### src/rtl/wshb_arb_pkg.sv
// Shared types and defaults for the two-master Wishbone arbiter.
package wshb_arb_pkg;

  localparam int STARVE_MAX_DEFAULT = 256;

  // Encoding chosen so the state bits double as the one-hot grant vector.
  typedef enum logic [1:0] {
    IDLE = 2'b00,
    GNT0 = 2'b01,
    GNT1 = 2'b10
  } arb_state_t;

  function automatic logic [1:0] state_grant(input arb_state_t s);
    return logic'(s == GNT1) ? 2'b10 : (s == GNT0) ? 2'b01 : 2'b00;
  endfunction

endpackage

### src/rtl/wshb_if.sv
// Classic Wishbone bus bundle; master drives the request side, slave the return side.
interface wshb_if #(
  parameter int DATA_BYTES = 2
);

  logic                      cyc;
  logic                      stb;
  logic                      we;
  logic [31:0]               adr;
  logic [8*DATA_BYTES-1:0]   dat_ms;
  logic [8*DATA_BYTES-1:0]   dat_sm;
  logic [DATA_BYTES-1:0]     sel;
  logic [2:0]                cti;
  logic [1:0]                bte;
  logic                      ack;
  logic                      err;
  logic                      rty;

  modport master (
    output cyc, stb, we, adr, dat_ms, sel, cti, bte,
    input  dat_sm, ack, err, rty
  );

  modport slave (
    input  cyc, stb, we, adr, dat_ms, sel, cti, bte,
    output dat_sm, ack, err, rty
  );

endinterface

### src/rtl/wshb_arbiter_wait_counter.sv
// Saturating wait counter for one master, with a sticky starve flag.
module wait_counter #(
  parameter int STARVE_MAX = 256,
  parameter int WAIT_W     = $clog2(STARVE_MAX + 1)
) (
  input  logic CLK,
  input  logic NRST,
  input  logic req,
  input  logic granted,
  input  logic starve_clr,
  output logic starve
);

  localparam logic [WAIT_W-1:0] CNT_MAX = WAIT_W'(STARVE_MAX);

  logic              waiting;
  logic [WAIT_W-1:0] count;
  logic [WAIT_W-1:0] count_nxt;

  always_comb begin
    waiting   = req & ~granted;
    count_nxt = '0;
    if (waiting) begin
      count_nxt = (count == CNT_MAX) ? CNT_MAX : count + 1'b1;
    end
  end

  // A new starve event outranks a clear landing on the same edge.
  always_ff @(posedge CLK or negedge NRST) begin
    if (!NRST) begin
      count  <= '0;
      starve <= 1'b0;
    end else begin
      count <= count_nxt;
      if (waiting && (count_nxt == CNT_MAX)) begin
        starve <= 1'b1;
      end else if (starve_clr) begin
        starve <= 1'b0;
      end
    end
  end

endmodule

### src/rtl/wshb_arbiter.sv
// Two-master Wishbone arbiter in front of the SDRAM controller port.
// Ownership lasts a whole cyc; ties alternate on the previous owner.
//
// state | meaning
// IDLE  | no owner, slave sees cyc/stb low, fields from master 0
// GNT0  | master 0 (VGA reader) owns the slave port
// GNT1  | master 1 (HPS/mire writer) owns the slave port
module wshb_arbiter
  import wshb_arb_pkg::*;
#(
  parameter int STARVE_MAX = STARVE_MAX_DEFAULT,
  parameter int WAIT_W     = $clog2(STARVE_MAX + 1)
) (
  input  logic        CLK,
  input  logic        NRST,
  wshb_if.slave       wshb_m0,
  wshb_if.slave       wshb_m1,
  wshb_if.master      wshb_s,
  output logic [1:0]  grant,
  output logic [1:0]  starve,
  input  logic        starve_clr
);

  arb_state_t state;
  arb_state_t state_nxt;
  logic       last;
  logic       last_nxt;
  logic       own0;
  logic       own1;

  always_ff @(posedge CLK or negedge NRST) begin
    if (!NRST) begin
      state <= IDLE;
      last  <= 1'b1;
    end else begin
      state <= state_nxt;
      last  <= last_nxt;
    end
  end

  always_comb begin
    state_nxt = state;
    last_nxt  = last;
    case (state)
      IDLE: begin
        if (wshb_m0.cyc && wshb_m1.cyc) begin
          state_nxt = last ? GNT0 : GNT1;
        end else if (wshb_m0.cyc) begin
          state_nxt = GNT0;
        end else if (wshb_m1.cyc) begin
          state_nxt = GNT1;
        end
      end
      GNT0: begin
        if (!wshb_m0.cyc) begin
          last_nxt  = 1'b0;
          state_nxt = wshb_m1.cyc ? GNT1 : IDLE;
        end
      end
      GNT1: begin
        if (!wshb_m1.cyc) begin
          last_nxt  = 1'b1;
          state_nxt = wshb_m0.cyc ? GNT0 : IDLE;
        end
      end
      default: begin
        state_nxt = IDLE;
      end
    endcase
  end

  assign own0  = (state == GNT0);
  assign own1  = (state == GNT1);
  assign grant = state_grant(state);

  // Request path: cyc/stb gated by ownership, the rest muxed (master 0 by default).
  assign wshb_s.cyc    = (own0 & wshb_m0.cyc) | (own1 & wshb_m1.cyc);
  assign wshb_s.stb    = (own0 & wshb_m0.stb) | (own1 & wshb_m1.stb);
  assign wshb_s.we     = own1 ? wshb_m1.we     : wshb_m0.we;
  assign wshb_s.adr    = own1 ? wshb_m1.adr    : wshb_m0.adr;
  assign wshb_s.dat_ms = own1 ? wshb_m1.dat_ms : wshb_m0.dat_ms;
  assign wshb_s.sel    = own1 ? wshb_m1.sel    : wshb_m0.sel;
  assign wshb_s.cti    = own1 ? wshb_m1.cti    : wshb_m0.cti;
  assign wshb_s.bte    = own1 ? wshb_m1.bte    : wshb_m0.bte;

  assign wshb_m0.ack    = wshb_s.ack & own0;
  assign wshb_m0.err    = wshb_s.err & own0;
  assign wshb_m0.rty    = wshb_s.rty & own0;
  assign wshb_m0.dat_sm = wshb_s.dat_sm;
  assign wshb_m1.ack    = wshb_s.ack & own1;
  assign wshb_m1.err    = wshb_s.err & own1;
  assign wshb_m1.rty    = wshb_s.rty & own1;
  assign wshb_m1.dat_sm = wshb_s.dat_sm;

  wait_counter #(
    .STARVE_MAX (STARVE_MAX),
    .WAIT_W     (WAIT_W)
  ) u_wait0 (
    .CLK        (CLK),
    .NRST       (NRST),
    .req        (wshb_m0.cyc),
    .granted    (own0),
    .starve_clr (starve_clr),
    .starve     (starve[0])
  );

  wait_counter #(
    .STARVE_MAX (STARVE_MAX),
    .WAIT_W     (WAIT_W)
  ) u_wait1 (
    .CLK        (CLK),
    .NRST       (NRST),
    .req        (wshb_m1.cyc),
    .granted    (own1),
    .starve_clr (starve_clr),
    .starve     (starve[1])
  );

endmodule

### src/flat_wrapper.sv
// flat-port wrapper written by rule: the top's interface ports become plain ports
module wshb_arbiter_flat import wshb_arb_pkg::*;
#(
  parameter int STARVE_MAX = STARVE_MAX_DEFAULT,
  parameter int WAIT_W     = $clog2(STARVE_MAX + 1)
)
  (CLK, NRST, grant, starve, starve_clr, wshb_m0_cyc, wshb_m0_stb, wshb_m0_we, wshb_m0_adr, wshb_m0_dat_ms, wshb_m0_sel, wshb_m0_cti, wshb_m0_bte, wshb_m0_dat_sm, wshb_m0_ack, wshb_m0_err, wshb_m0_rty, wshb_m1_cyc, wshb_m1_stb, wshb_m1_we, wshb_m1_adr, wshb_m1_dat_ms, wshb_m1_sel, wshb_m1_cti, wshb_m1_bte, wshb_m1_dat_sm, wshb_m1_ack, wshb_m1_err, wshb_m1_rty, wshb_s_cyc, wshb_s_stb, wshb_s_we, wshb_s_adr, wshb_s_dat_ms, wshb_s_sel, wshb_s_cti, wshb_s_bte, wshb_s_dat_sm, wshb_s_ack, wshb_s_err, wshb_s_rty);
  wshb_if #(.DATA_BYTES(2)) wshb_m0_i ();
  wshb_if #(.DATA_BYTES(2)) wshb_m1_i ();
  wshb_if #(.DATA_BYTES(2)) wshb_s_i ();
  input  logic CLK;
  input  logic NRST;
  output logic [1:0] grant;
  output logic [1:0] starve;
  input  logic starve_clr;
  input wire logic [$bits(wshb_m0_i.cyc)-1:0] wshb_m0_cyc;
  input wire logic [$bits(wshb_m0_i.stb)-1:0] wshb_m0_stb;
  input wire logic [$bits(wshb_m0_i.we)-1:0] wshb_m0_we;
  input wire logic [$bits(wshb_m0_i.adr)-1:0] wshb_m0_adr;
  input wire logic [$bits(wshb_m0_i.dat_ms)-1:0] wshb_m0_dat_ms;
  input wire logic [$bits(wshb_m0_i.sel)-1:0] wshb_m0_sel;
  input wire logic [$bits(wshb_m0_i.cti)-1:0] wshb_m0_cti;
  input wire logic [$bits(wshb_m0_i.bte)-1:0] wshb_m0_bte;
  output wire logic [$bits(wshb_m0_i.dat_sm)-1:0] wshb_m0_dat_sm;
  output wire logic [$bits(wshb_m0_i.ack)-1:0] wshb_m0_ack;
  output wire logic [$bits(wshb_m0_i.err)-1:0] wshb_m0_err;
  output wire logic [$bits(wshb_m0_i.rty)-1:0] wshb_m0_rty;
  input wire logic [$bits(wshb_m1_i.cyc)-1:0] wshb_m1_cyc;
  input wire logic [$bits(wshb_m1_i.stb)-1:0] wshb_m1_stb;
  input wire logic [$bits(wshb_m1_i.we)-1:0] wshb_m1_we;
  input wire logic [$bits(wshb_m1_i.adr)-1:0] wshb_m1_adr;
  input wire logic [$bits(wshb_m1_i.dat_ms)-1:0] wshb_m1_dat_ms;
  input wire logic [$bits(wshb_m1_i.sel)-1:0] wshb_m1_sel;
  input wire logic [$bits(wshb_m1_i.cti)-1:0] wshb_m1_cti;
  input wire logic [$bits(wshb_m1_i.bte)-1:0] wshb_m1_bte;
  output wire logic [$bits(wshb_m1_i.dat_sm)-1:0] wshb_m1_dat_sm;
  output wire logic [$bits(wshb_m1_i.ack)-1:0] wshb_m1_ack;
  output wire logic [$bits(wshb_m1_i.err)-1:0] wshb_m1_err;
  output wire logic [$bits(wshb_m1_i.rty)-1:0] wshb_m1_rty;
  output wire logic [$bits(wshb_s_i.cyc)-1:0] wshb_s_cyc;
  output wire logic [$bits(wshb_s_i.stb)-1:0] wshb_s_stb;
  output wire logic [$bits(wshb_s_i.we)-1:0] wshb_s_we;
  output wire logic [$bits(wshb_s_i.adr)-1:0] wshb_s_adr;
  output wire logic [$bits(wshb_s_i.dat_ms)-1:0] wshb_s_dat_ms;
  output wire logic [$bits(wshb_s_i.sel)-1:0] wshb_s_sel;
  output wire logic [$bits(wshb_s_i.cti)-1:0] wshb_s_cti;
  output wire logic [$bits(wshb_s_i.bte)-1:0] wshb_s_bte;
  input wire logic [$bits(wshb_s_i.dat_sm)-1:0] wshb_s_dat_sm;
  input wire logic [$bits(wshb_s_i.ack)-1:0] wshb_s_ack;
  input wire logic [$bits(wshb_s_i.err)-1:0] wshb_s_err;
  input wire logic [$bits(wshb_s_i.rty)-1:0] wshb_s_rty;
  assign wshb_m0_i.cyc = wshb_m0_cyc;
  assign wshb_m0_i.stb = wshb_m0_stb;
  assign wshb_m0_i.we = wshb_m0_we;
  assign wshb_m0_i.adr = wshb_m0_adr;
  assign wshb_m0_i.dat_ms = wshb_m0_dat_ms;
  assign wshb_m0_i.sel = wshb_m0_sel;
  assign wshb_m0_i.cti = wshb_m0_cti;
  assign wshb_m0_i.bte = wshb_m0_bte;
  assign wshb_m0_dat_sm = wshb_m0_i.dat_sm;
  assign wshb_m0_ack = wshb_m0_i.ack;
  assign wshb_m0_err = wshb_m0_i.err;
  assign wshb_m0_rty = wshb_m0_i.rty;
  assign wshb_m1_i.cyc = wshb_m1_cyc;
  assign wshb_m1_i.stb = wshb_m1_stb;
  assign wshb_m1_i.we = wshb_m1_we;
  assign wshb_m1_i.adr = wshb_m1_adr;
  assign wshb_m1_i.dat_ms = wshb_m1_dat_ms;
  assign wshb_m1_i.sel = wshb_m1_sel;
  assign wshb_m1_i.cti = wshb_m1_cti;
  assign wshb_m1_i.bte = wshb_m1_bte;
  assign wshb_m1_dat_sm = wshb_m1_i.dat_sm;
  assign wshb_m1_ack = wshb_m1_i.ack;
  assign wshb_m1_err = wshb_m1_i.err;
  assign wshb_m1_rty = wshb_m1_i.rty;
  assign wshb_s_cyc = wshb_s_i.cyc;
  assign wshb_s_stb = wshb_s_i.stb;
  assign wshb_s_we = wshb_s_i.we;
  assign wshb_s_adr = wshb_s_i.adr;
  assign wshb_s_dat_ms = wshb_s_i.dat_ms;
  assign wshb_s_sel = wshb_s_i.sel;
  assign wshb_s_cti = wshb_s_i.cti;
  assign wshb_s_bte = wshb_s_i.bte;
  assign wshb_s_i.dat_sm = wshb_s_dat_sm;
  assign wshb_s_i.ack = wshb_s_ack;
  assign wshb_s_i.err = wshb_s_err;
  assign wshb_s_i.rty = wshb_s_rty;
  wshb_arbiter #(.STARVE_MAX(STARVE_MAX), .WAIT_W(WAIT_W)) u_core (.CLK(CLK), .NRST(NRST), .wshb_m0(wshb_m0_i), .wshb_m1(wshb_m1_i), .wshb_s(wshb_s_i), .grant(grant), .starve(starve), .starve_clr(starve_clr));
endmodule
### config.mk
export PLATFORM = sky130hd
export DESIGN_NAME = wshb_arbiter_flat
export DESIGN_NICKNAME = d
export VERILOG_FILES = /design/src/rtl/wshb_arb_pkg.sv /design/src/rtl/wshb_if.sv /design/src/rtl/wshb_arbiter_wait_counter.sv /design/src/rtl/wshb_arbiter.sv /design/src/flat_wrapper.sv
export SDC_FILE = /design/constraint.sdc
export NUM_CORES = 1
export LEC_CHECK = 0
export ABC_AREA = 1
export BUFFER_PORTS_ARGS = -buffer_cell sky130_fd_sc_hd__clkbuf_2
export CAP_MARGIN = 20
export CORE_AREA = 2 2 91 93
export CTS_CLUSTER_SIZE = 16
export DETAILED_ROUTE_END_ITERATION = 16
export DIE_AREA = 0 0 93 95
export PLACE_DENSITY = 0.69
export RECOVER_POWER = 25
export SLEW_MARGIN = 20
export SYNTH_ARGS = -nofsm -noshare
export SYNTH_HDL_FRONTEND = slang
export SYNTH_SLANG_ARGS = --single-unit
### constraint.sdc
create_clock -name CLK -period 1.7 [get_ports CLK]
set_clock_uncertainty 0.2 [all_clocks]
set_input_delay 0.085 -clock CLK [delete_from_list [all_inputs] [get_ports CLK]]
set_output_delay 0.085 -clock CLK [all_outputs]
set_load 0.01 [all_outputs]
==> impl_results.md, run 1 <==
- Number of buffers inserted by port buffering: approximately 190
- Maximum capacitance violations: 0
- Yosys top cell area share: ~35%
- Mux cell area share after synthesis: 0%
- Die span in y: 95 microns
- Hpwl dp: 7880 microns
- Adder-cell share of the synthesized area: about 2.2%
- Number of global-route vias before repair: 2696
- Die Wd: 93 microns
- Root Driver: clkbuf_8
- Syn nets: 556
- Smallest hold slack: 0.160 ns
- Starting density of the core: 29.3%
- Post-route ant nets: 0
- Pleak: about 2.4 nW
- XOR/XNOR share of the synthesized area: less than 1%
- Mapped Area: approximately 2300 sq um
- Via Count: 3144
- Row cnt: 33
- Worst slew margin: 60.2%
- Largest net degree at the start of global routing: 30
- Largest buffer count on any clock path: 2
- Core ar.: 7930 sq um
- Distinct cells, synth: 21
- Synth top area cells: nand2_1 (35%), dfrtp_1 (24%), buf_4 (12%)
- Kind of critical path: reg -> out
- Post-Synthesis Cells: 414
- Failing checks: setup timing
- Critical Path Sink Type: output port
- Drt via density: 4.47
- Hold Crit Class: in -> async
- Final period util: 104%
- Setup Viol. Count Final: 53
- Clk_lat worst skew: 0.26 ns
- Synth Register Bits: 23
- Layout area overhead: 62.8%
- Placer Congestion: 0.917
- Clock Pin Slew Worst Setup and Hold Paths: roughly 0.08 ns
- Status: finished with violations
- Post-route setup slack: -0.0690 ns
- Post-synthesis simple-gate area fraction: 45.9%
- Arr. time, crit path: around 1.5 ns
- Hold Vio Cnt, Final: 0
- Largest family of logic cells by synthesized area: simple AND/OR/NAND/NOR gates
- CP Launch Type: flip-flop
- Area leader, netlist: nand2_1
- CTS tree: yes
- Slew Viols, Final: 0
- Most frequent cells in the layout: nand2_1 (190), clkbuf_2 (144), inv_1 (46)
- TritonCTS buffer count: 3
- First-pass GRT wire length: 13300 microns
- Clock Sink Count: 23
- Worst vdd rail ir drop: between 700 and 800 uV
- Initial DRC Count: 130
- Post-synthesis area per instance: between 5 and 6 sq um
- DP Cell Count: 667
- Nets: 740
- Compound-Gate Fraction of Synth Area: 4.31%
- Initial antenna violation count: 2
- Remaining DRCs: 0
- H-tree levels: 1
- Layout cells sized above 1: 42.7%
- Required @ worst endpoint: 1.41 ns
- Leading cell type in the layout, fill and taps excluded: nand2_1
- Sequential share of the synthesized area: ~25%
- Pwr/cell area: 1210 nW/um^2
- CP Max Fanout: 7
- Pre-antenna DRT Iters: 4
- Total Routed Length: 9740 microns
- Pre-CTS setup slack: 0.0392 ns
- Total track usage: between 10% and 20%
- I/O Pins: 238
- Non-filler cells, final: 704
- Avg WL per Cell: 13.8 microns
- Die area: 8840 sq um
- Unrepaired setup endpoints after global routing: true
- Fmax: 0.565 GHz
- Util after Layout: 47.6%
- Tightest Pin Transition: roughly 0.6 ns
- Synthesis Warnings: 0
- Gr ovfl total: 0
- Clock period minus worst slack: 1.77 ns
## worst max-delay path, stage by stage (launching register included)
cell and delay [ns]:
dfrtp_1 0.41, nor2_4 0.25, buf_12 0.17, clkbuf_16 0.15
nand2_1 0.05, nand2_1 0.06, buf_2 0.13
## timing repair
action	CTS	global route
setup endpoints to repair	60	68
buffers inserted	4	3
pin swaps	3	21
gates cloned	2	2
hold buffers	20	0
resized for setup	24	81
endpoints found under the hold margin	60	0
## Yosys cell counts
cell type and n:
dfrtp_1 22, a22oi_1 1, nand2_1 214, nand4_1 2, inv_1 49, xor2_1 2
nand3_1 24, dfstp_2 1, o21ai_1 1, nor2_1 25, a22o_1 1, nor2_2 2
buf_2 3, inv_2 2, clkbuf_1 7, nor2_4 2, buf_4 37, a21oi_1 3
a31o_2 1, o21ai_0 11, ha_1 4
## routing by layer
layer / vias to the layer above / track usage (%) / share of wire [%]
met3: 24 / 1.44 / 4.9
met4: 0 / 12.3 / 5.6
met1: 1409 / 22.3 / 36
li1: 1569 / - / -
met2: 142 / 36.0 / 54
met5: - / 0 / 0
## through the flow
step	power [mW]	instance area, sq um	setup TNS [ns]
2_1_floorplan	2.27	2320	0
5_1_grt	4.91	3780	-6.43
3_5_place_dp	3.42	3160	0
3_3_place_gp	3.38	3160	0
6_report	4.56	3780	-1.68
4_1_cts	4.26	3580	-2.66
## worst paths after layout
kind,from,slack [ns],cells past startpoint,endpoint
setup / recovery,u_core.state[0],-0.07,6,wshb_s_adr[17]
hold / removal,NRST,0.16,2,u_core.u_wait0.count[7]
setup reg to reg,u_core.state[1],0.03,9,u_core.u_wait1.starve
hold reg to reg,u_core.u_wait0.starve,0.29,2,u_core.u_wait0.starve
max in group asynchronous,NRST,0.75,2,u_core.u_wait1.count[1]
min in group CLK,wshb_m0_adr[20],0.24,4,wshb_s_adr[20]
## flip-flops by register name, summed over array words and instances (netlist names)
name and flops:
u_core.last 1, u_core.state 2, u_core.u_wait0.count 9, u_core.u_wait0.starve 1, u_core.u_wait1.count 9, u_core.u_wait1.starve 1
## cells by family after synthesis
family | count (synthesis)
AO/OA/AOI/OAI | 18
buffers and inverters | 98
flip-flops | 23
adder cells (fa/ha/maj) | 4
AND/OR/NAND/NOR | 269
XOR/XNOR | 2
## area by class of cell
cell class	count	area, sq um
diodes	2	5.00
clock buffers	4	45.0
fillers	810	4150
inverters	51	196
multi-input cells	293	1350
flip-flops and latches	23	577
well taps	105	131
repair buffers	226	1480
## where the power goes
| group | internal (mW) | switching (mW) | total (mW) |
|---|---|---|---|
| Clock | 0.167 | 0.174 | 0.341 |
| Sequential | 0.624 | 0.0587 | 0.683 |
| Combinational | 1.56 | 1.98 | 3.54 |
No activity file was read; power rests on OpenSTA's default activity.
==> run 2: changes to the inputs <==
RECOVER_POWER = 100   (was 25)
==> run 2 against run 1 <==
The flow still finishes with violations (setup timing). Non-clock buffer count stayed put. Via count is 0.80% lower. Die area unchanged. Count of clock-buffer cells in the layout stayed put. Combinational power about the same. Sequential cell count stayed put. Maximum frequency rose by 0.11%. Clock power about the same. Power fell by 0.44%. Highest routed layer unchanged.
==> impl_results.md, run 2 (synthesis results as in run 1) <==
- Via Count: 3119
- Fmax: around 0.57 GHz
- Starting density of the core: 29.3%
- Cell Area, Placed: 3160 sq um
- CP Launch Type: flip-flop
- Sw Ratio: 48.4%
- Comb power frac: roughly 78%
- Core ar.: 7930 sq um
- Row cnt: 33
- Pwr/cell area: 1210 nW/um^2
- Clk_lat worst skew: about 0.26 ns
- Total track usage: between 10% and 20%
- Nets: 740
- DP Cell Count: roughly 670
- Largest regs: u_core.u_wait0.count: 9 flops, u_core.u_wait1.count: 9 flops, u_core.state: 2 flops
- P_int: 2.34 mW
- Post-route setup slack: -0.0670 ns
- Initial DRC Count: about 150
- CP Max Fanout: 7
- Remaining DRCs: 0
- Largest net degree at the start of global routing: 30
- Clock group share of total power: around 7.5%
- Worst path max stage delay: 0.41 ns
- Die area: 8840 sq um
- First-pass GRT wire length: 13300 microns
- Worst vdd rail ir drop: ~720 uV
- Hold Crit Class: in -> async
- Design area: 3760 sq um
- Initial antenna violation count: 2
- Maximum capacitance violations: 0
- Util after Layout: 47.4%
- Crit path cell chain: nor2_4, buf_12, clkbuf_16, nand2_1, nand2_1, buf_2
- Power share of the sequential group: 15.0%
- FILL cells: 814
- Drt via density: 4.43
- Hold Vio Cnt, Final: 0
- Layout area overhead: 62.0%
- Leading cell type in the layout, fill and taps excluded: nand2_1
- Final period util: 104%
- Number of global-route vias before repair: 2696
- Required @ worst endpoint: 1.41 ns
- Kind of critical path: reg -> out
- Avg WL per Cell: 13.8 microns
- Layout cells sized above 1: 41.9%
- CTS tree: yes
- Root Driver: clkbuf_8
- H-tree levels: 1
- Slew Viols, Final: 0
- Failing checks: setup timing
- Critical Path Sink Type: output port
- Total Routed Length: 9740 microns
- I/O Pins: 238
- Die span in y: 95 microns
- Status: finished with violations
- Unrepaired setup endpoints after global routing: true
- Post-route ant nets: 0
- Gr ovfl total: 0
- TritonCTS buffer count: 3
- Most used cell, CP: nand2_1
- Largest buffer count on any clock path: 2
- Worst slew margin: 60.1%
- Clock period minus worst slack: 1.77 ns
- Pre-antenna DRT Iters: 5
- Tightest Pin Transition: 0.598 ns
- Die Wd: 93 microns
- Placer Congestion: 0.917
- Clock Sink Count: 23
- Hpwl dp: 7880 microns
- Number of buffers inserted by port buffering: 189
- Arr. time, crit path: 1.48 ns
- NetSw: about 2.2 mW
- Slowest cell on crit path: dfrtp_1
- Setup Viol. Count Final: 53
- Most frequent cells in the layout: nand2_1 (190), clkbuf_2 (143), inv_1 (46)
- Non-filler cells, final: 704
- Power consumption: 4.54 mW
- Clock Pin Slew Worst Setup and Hold Paths: 0.08 ns
- Pleak: 2.40 nW
run 2: cell types whose count changed in the layout (fill, tap and decap cells not counted):
| cell | change |
|---|---|
| buf_4 | -1 |
| clkbuf_1 | +2 |
| clkbuf_2 | -1 |
| nand3_1 | +2 |
| nand3_2 | -2 |
| nor2_1 | +1 |
| nor2_2 | -1 |
| o21ai_0 | +1 |
| o21ai_1 | -1 |
run 2: timing repair:
action | CTS | global route
cloned | 2 | 2
hold buffers | 20 | 0
setup buffers | 4 | 3
resized for setup | 24 | 81
endpoints found under the hold margin | 60 | 0
pin swaps | 3 | 21
endpoints found under the setup margin | 60 | 68
run 2: worst max-delay path, delay by kind of cell, from the launching register on:
kind / cells / cell delay (ns)
flops: 1 / 0.41
simple gates: 3 / 0.36
buf+inv: 3 / 0.44
run 2: layout make-up:
class / count / area, sq um / area share (%)
antenna: 2 / 5.00 / 0.133
clock buffer: 4 / 45.0 / 1.20
inverter: 51 / 196 / 5.23
multi-input combinational: 293 / 1330 / 35.5
sequential: 23 / 577 / 15.3
tap: 105 / 131 / 3.50
timing repair buffer: 226 / 1470 / 39.1
run 2: stage by stage:
step | hold slack, ns | worst slack [ns] | setup TNS, ns
detailed placement | -0.0833 | 0.0392 | 0
global route | 0.211 | -0.137 | -6.45
CTS | 0.169 | -0.0811 | -2.66
global placement | -0.0839 | 0.111 | 0
floorplan | -0.411 | 0.200 | 0
finish | 0.160 | -0.0670 | -1.68
run 2: power by group through the flow:
stage	Sequential, mW	Combinational, mW	Clock, mW
2_1_floorplan	0.687	1.58	0
3_3_place_gp	0.694	2.69	0
3_5_place_dp	0.697	2.72	0
4_1_cts	0.680	3.23	0.349
5_1_grt	0.692	3.83	0.377
6_report	0.683	3.52	0.340
run 2: worst paths after layout:
kind,start,endpoint,slack (ns),cells past startpoint
worst max-delay path,u_core.state[0],wshb_s_adr[17],-0.07,6
worst min-delay path,NRST,u_core.u_wait0.count[7],0.16,2
worst max register to register,u_core.state[1],u_core.u_wait1.starve,0.02,9
worst min register to register,u_core.u_wait0.starve,u_core.u_wait0.starve,0.29,2
max in group asynchronous,NRST,u_core.u_wait1.count[5],0.75,2
min in group CLK,wshb_m0_adr[20],wshb_s_adr[20],0.24,4
run 2: metal layers:
| layer | wire length, microns | global-route usage, % |
|---|---|---|
| met1 | 3470 | 22.3 |
| met2 | 5220 | 36.0 |
| met3 | 494 | 1.44 |
| met4 | 546 | 12.3 |
| met5 | 0 | 0 |
